$ cat config.mk
export PLATFORM = sky130hd
export DESIGN_NAME = peak_window_ctrl
export DESIGN_NICKNAME = d
export VERILOG_FILES = /design/src/rtl/peak_pkg.sv /design/src/rtl/peak_win_counter.sv /design/src/rtl/peak_window_ctrl.sv
export SDC_FILE = /design/constraint.sdc
export NUM_CORES = 1
export LEC_CHECK = 0
export ABC_AREA = 1
export BUFFER_PORTS_ARGS = -buffer_cell sky130_fd_sc_hd__buf_2
export CORE_ASPECT_RATIO = 0.5
export CORE_MARGIN = 2
export CORE_UTILIZATION = 45
export CTS_CLUSTER_DIAMETER = 30
export CTS_CLUSTER_SIZE = 10
export DETAILED_ROUTE_END_ITERATION = 7
export PLACE_DENSITY = 0.79
export SLEW_MARGIN = 20
export SYNTH_ARGS = -nofsm -noshare
export SYNTH_HDL_FRONTEND = slang
export SYNTH_SLANG_ARGS = --single-unit
$ cat constraint.sdc
create_clock -name clk -period 4.1 [get_ports clk]
set_input_delay 0.41 -clock clk [delete_from_list [all_inputs] [get_ports clk]]
set_output_delay 0.41 -clock clk [all_outputs]
set_load 0.01 [all_outputs]
$ cat src/rtl/peak_pkg.sv
// Shared types and defaults for the peak window sequencer.
// Holds the FSM encoding and the datapath width/latency defaults.
package peak_pkg;

  localparam int DATA_W_DEF = 16;
  localparam int CNT_W_DEF  = 16;
  localparam int PD_LAT_DEF = 2;

  typedef enum logic [2:0] {
    S_IDLE,
    S_CLEAR,
    S_ACQ,
    S_SETTLE,
    S_REPORT
  } state_e;

  // Settle counter only has to reach lat-1.
  function automatic int settle_w(int lat);
    return (lat < 2) ? 1 : $clog2(lat);
  endfunction

endpackage

$ cat src/rtl/peak_win_counter.sv
// Window length latch and sample counter for peak_window_ctrl.
// A zero length is latched as one so every window closes.
module peak_win_counter #(
  parameter int CNT_W = 16
) (
  input  logic             clk,
  input  logic             reset,
  input  logic             load_i,
  input  logic [CNT_W-1:0] len_i,
  input  logic             inc_i,
  output logic [CNT_W-1:0] cnt_o,
  output logic             last_o
);

  logic [CNT_W-1:0] len_q, len_d;
  logic [CNT_W-1:0] cnt_q, cnt_d;

  always_comb begin
    len_d = len_q;
    cnt_d = cnt_q;
    if (load_i) begin
      len_d = (len_i == '0) ? CNT_W'(1) : len_i;
      cnt_d = '0;
    end else if (inc_i && (cnt_q != len_q)) begin
      cnt_d = cnt_q + CNT_W'(1);
    end
  end

  always_ff @(posedge clk or negedge reset) begin
    if (!reset) begin
      len_q <= '0;
      cnt_q <= '0;
    end else begin
      len_q <= len_d;
      cnt_q <= cnt_d;
    end
  end

  assign cnt_o  = cnt_q;
  assign last_o = (cnt_q == len_q - CNT_W'(1));

endmodule

$ cat src/rtl/peak_window_ctrl.sv
// Window sequencer around the peak_detection datapath.
// Define PEAK_INDEX_EN to add the res_index output and its tracker.
module peak_window_ctrl
  import peak_pkg::*;
#(
  parameter int DATA_W = DATA_W_DEF,
  parameter int CNT_W  = CNT_W_DEF,
  parameter int PD_LAT = PD_LAT_DEF
) (
  input  logic              clk,
  input  logic              reset,
  input  logic              enable,
  input  logic [CNT_W-1:0]  win_len,
  input  logic              sample_valid,
  input  logic [DATA_W-1:0] pd_peak,
  output logic              pd_clear,
  output logic              pd_sample_en,
  output logic              res_valid,
  input  logic              res_ready,
  output logic [DATA_W-1:0] res_peak,
`ifdef PEAK_INDEX_EN
  output logic [CNT_W-1:0]  res_index,
`endif
  output logic              busy,
  output logic              overrun,
  input  logic              ovr_clr
);

  localparam int SW = settle_w(PD_LAT);

  state_e            state_q, state_d;
  logic [SW-1:0]     scnt_q, scnt_d;
  logic [DATA_W-1:0] peak_q, peak_d;
  logic              rv_q, rv_d;
  logic              ovr_q, ovr_d;
  logic              load, inc, last, cap, drop;
  logic [CNT_W-1:0]  cnt;

  peak_win_counter #(
    .CNT_W (CNT_W)
  ) u_cnt (
    .clk    (clk),
    .reset  (reset),
    .load_i (load),
    .len_i  (win_len),
    .inc_i  (inc),
    .cnt_o  (cnt),
    .last_o (last)
  );

  assign cap = (state_q == S_SETTLE) &&
               (scnt_q == SW'(PD_LAT - 1));

  always_comb begin
    state_d = state_q;
    scnt_d  = scnt_q;
    peak_d  = peak_q;
    rv_d    = rv_q;
    load    = 1'b0;
    inc     = 1'b0;
    unique case (state_q)
      S_IDLE: begin
        if (enable) state_d = S_CLEAR;
      end
      S_CLEAR: begin
        load    = 1'b1;
        state_d = S_ACQ;
      end
      S_ACQ: begin
        if (!enable) begin
          state_d = S_IDLE;
        end else if (sample_valid) begin
          inc = 1'b1;
          if (last) begin
            state_d = S_SETTLE;
            scnt_d  = '0;
          end
        end
      end
      S_SETTLE: begin
        if (cap) begin
          peak_d  = pd_peak;
          rv_d    = 1'b1;
          state_d = S_REPORT;
        end else begin
          scnt_d = scnt_q + SW'(1);
        end
      end
      S_REPORT: begin
        if (res_ready) begin
          rv_d    = 1'b0;
          state_d = enable ? S_CLEAR : S_IDLE;
        end
      end
      default: state_d = S_IDLE;
    endcase
  end

  // Any strobe outside ACQ is lost while windows run.
  assign drop = sample_valid && enable && (state_q != S_ACQ);

  always_comb begin
    ovr_d = ovr_q;
    if (ovr_clr)   ovr_d = 1'b0;
    else if (drop) ovr_d = 1'b1;
  end

  always_ff @(posedge clk or negedge reset) begin
    if (!reset) begin
      state_q <= S_IDLE;
      scnt_q  <= '0;
      peak_q  <= '0;
      rv_q    <= 1'b0;
      ovr_q   <= 1'b0;
    end else begin
      state_q <= state_d;
      scnt_q  <= scnt_d;
      peak_q  <= peak_d;
      rv_q    <= rv_d;
      ovr_q   <= ovr_d;
    end
  end

  assign pd_clear     = (state_q == S_CLEAR);
  assign pd_sample_en = (state_q == S_ACQ) && sample_valid;
  assign busy         = (state_q != S_IDLE);
  assign res_valid    = rv_q;
  assign res_peak     = peak_q;
  assign overrun      = ovr_q;

`ifdef PEAK_INDEX_EN
  logic [PD_LAT-1:0] iv_q;
  logic [CNT_W-1:0]  ii_q [PD_LAT];
  logic [DATA_W-1:0] best_q;
  logic              have_q;
  logic [CNT_W-1:0]  idx_q, idx_d, rix_q;
  logic              upd;

  // Sample indices ride alongside the datapath latency.
  assign upd   = iv_q[PD_LAT-1] &&
                 (!have_q || (pd_peak > best_q));
  assign idx_d = upd ? ii_q[PD_LAT-1] : idx_q;

  always_ff @(posedge clk or negedge reset) begin
    if (!reset) begin
      iv_q   <= '0;
      for (int i = 0; i < PD_LAT; i++) ii_q[i] <= '0;
      best_q <= '0;
      have_q <= 1'b0;
      idx_q  <= '0;
      rix_q  <= '0;
    end else begin
      for (int i = 1; i < PD_LAT; i++) begin
        iv_q[i] <= iv_q[i-1];
        ii_q[i] <= ii_q[i-1];
      end
      iv_q[0] <= pd_sample_en;
      ii_q[0] <= cnt;
      if (load) begin
        iv_q   <= '0;
        have_q <= 1'b0;
      end else if (upd) begin
        best_q <= pd_peak;
        have_q <= 1'b1;
        idx_q  <= ii_q[PD_LAT-1];
      end
      if (cap) rix_q <= idx_d;
    end
  end

  assign res_index = rix_q;
`else
  logic unused_cnt;
  assign unused_cnt = ^cnt;
`endif

endmodule

==> metrics <==
HP Class input port to asynchronous set/reset pin; clock slew at reported path FFs 70 ps; Comb pwr share 45.7%; final hold vios 0; most common cell after layout, fill and taps aside nand2_1; worst path arrival time 2020 ps; area delta synth->final 15.5%; layout cells sized above 1 24.0%; internal power 1.38 mW; number of antenna diodes 0; CP required 3690 ps; port bufs 58; H-tree depth 2; most frequent cells in the layout nand2_1 (122), buf_2 (58), dfrtp_1 (54); CP max FO 15; Cells after Synth 412; Worst setup SP type flop; Fmax achieved 412 MHz; Post-DP HPWL 5520 um; CP Buf/Inv Count 2; Final Cell Area 3830 um^2; DP Cell Count 560; cells on worst reg2reg path 6; register area share after synthesis 40.8%; average via count per standard cell 5.01; fin nets 511; R2R Setup Slk 1730 ps; die height 64.7 um; # IOs 59; die width 125 um; Synth Cell Area 3320 um^2; Post-CTS Setup Inserts 0; Max Slew Vio Count 0; DRC 0; Sequential Power Share 37.5%; first-pass GRT wire length 12,400 um; switch share 42.6%; clock share of power 16.7%; Vias 2,840; max cap viols 0; vias in the first global route 2,655; synth warn 0; peak supply drop 326 uV; setup violators final 0; Power Density 626 nW/um^2; post-layout util 52.9%; pre-CTS setup slack 1820 ps; switching pwr 1.02 mW; PostCTS Resize Cnt 0; Iter 0 DRT Violations 223; worst skew pair latency 290 ps; core area 7240 um^2; wire length per cell 12.6 um; largest net degree at the start of global routing 30; crit share post-route 59.2%; Seq cells post-synth 54; syn_nets 452; Slew HR 34.6%; num rows 22; Worst Skew 9.24 ps; initial antenna violation count 0; DP Area 3700 um^2; CP endpoint kind output pin; Top delay family on crit path simple AND/OR/NAND/NOR gates; Filler Cells Inserted 675; Largest stage delay, worst path 820 ps; clk buf depth 2; slew at the pin closest to its max-slew limit 976 ps; synth unique cells 40; non-filler cells, final 567; Tot Pwr 2.40 mW; Critical Path Source state_q[2]; Fin Setup TNS 0 ps; antenna viol nets, final 0; slowest stage cell, crit path nor3_2; First-pass DRT Iterations 4; die area 8110 um^2; WS Path Type flop to output pin; hold bufs inserted after CTS 0; RSZ-0062 raised after global routing no; Fin Hold WS 107 ps; CP cell instances nor3_2 -> buf_4 -> buf_2; Worst R2R End u_cnt.cnt_o[11]; Total Routed Length 7160 um; Period minus WS final 2430 ps; Avg Inst Size Synth 8.05 um^2; status finished clean; initial core utilization 45.8%; Clock Sink Count 54; total grt overflow 0; worst r2r src state_q[2]; CTS tree built; CTS Buf Count 5; Total Routing Usage GR 19.0%; clk root buf clkbuf_16; total leakage power 1.87 nW; routability cong. 0.905; min setup slack post-route 1670 ps
==> flip-flops by register name, summed over array words and instances (netlist names) <==
register / cells
overrun: 1
state_q: 3
res_peak: 16
u_cnt.len_q: 16
scnt_q: 1
res_valid: 1
u_cnt.cnt_o: 16
==> cell type report <==
cell class	count	area, um^2	area share, %
multi-input cells	307	1760	45.8
inverters	43	164	4.28
clock buffers	7	133	3.46
repair buffers	60	305	7.97
flip-flops and latches	54	1350	35.3
well taps	96	120	3.14
==> worst max-delay path by stage <==
stage / to / depth (start not counted) / slack (ps)
global route: u_cnt.cnt_o[11] / 6 / 1510
detailed placement: u_cnt.cnt_o[11] / 6 / 1820
floorplan: state_q[1] / 13 / 2400
CTS: pd_clear / 3 / 1720
finish: pd_clear / 3 / 1670
global placement: u_cnt.cnt_o[15] / 6 / 1840
==> cells by family (layout without fill, tap and decap cells) <==
| group | Yosys count | count (layout) | share of synthesized area [%] |
|---|---|---|---|
| mux | 16 | 16 | 5.43 |
| simple gates | 238 | 238 | 35.8 |
| flops | 54 | 54 | 40.8 |
| buf+inv | 51 | 110 | 6.30 |
| compound gates | 28 | 28 | 4.91 |
| fa+ha+maj | 2 | 2 | 0.755 |
| xor+xnor | 23 | 23 | 6.08 |
==> power by group through the flow <==
stage	combinational (mW)	sequential, mW	clock (mW)
4_1_cts	1.10	0.900	0.411
2_1_floorplan	0.796	0.905	0
3_5_place_dp	1.10	0.908	0
6_report	1.10	0.900	0.401
5_1_grt	1.25	0.929	0.439
3_3_place_gp	1.08	0.901	0
==> layer usage <==
metal / up-vias / share of wire, % / global-route usage, %
li1: 1447 / - / -
met1: 1290 / 46 / 25.8
met2: 94 / 45 / 31.5
met3: 9 / 7.4 / 3.63
met4: 0 / 1.5 / 5.28
met5: - / 0 / 0
==> worst reg2reg max path, stage by stage (launching register included) <==
cell and delay [ps]:
dfrtp_1 440, nor3_2 820, inv_2 460, nand2_4 280, inv_2 80, nand2_1 60
o31ai_1 70
==> cell usage after synthesis, drive strengths merged <==
cell | n | share of area (%)
nor3 | 9 | 2.5
a22oi | 1 | 0.23
and2 | 1 | 0.19
nor4 | 7 | 1.5
a31oi | 1 | 0.19
o31ai | 4 | 1.1
buf | 5 | 1.0
nand3b | 6 | 1.4
nand4 | 14 | 2.6
ha | 2 | 0.75
clkbuf | 3 | 0.34
a21oi | 3 | 0.57
or2 | 2 | 0.38
o21ai | 19 | 2.9
nand2 | 133 | 17
xnor2 | 15 | 4.0
xor2 | 8 | 2.1
dfrtp | 54 | 41
mux2 | 16 | 5.4
nor2 | 47 | 7.4
inv | 43 | 4.9
nand3 | 19 | 3.0
No activity file was read; power rests on OpenSTA's default activity.
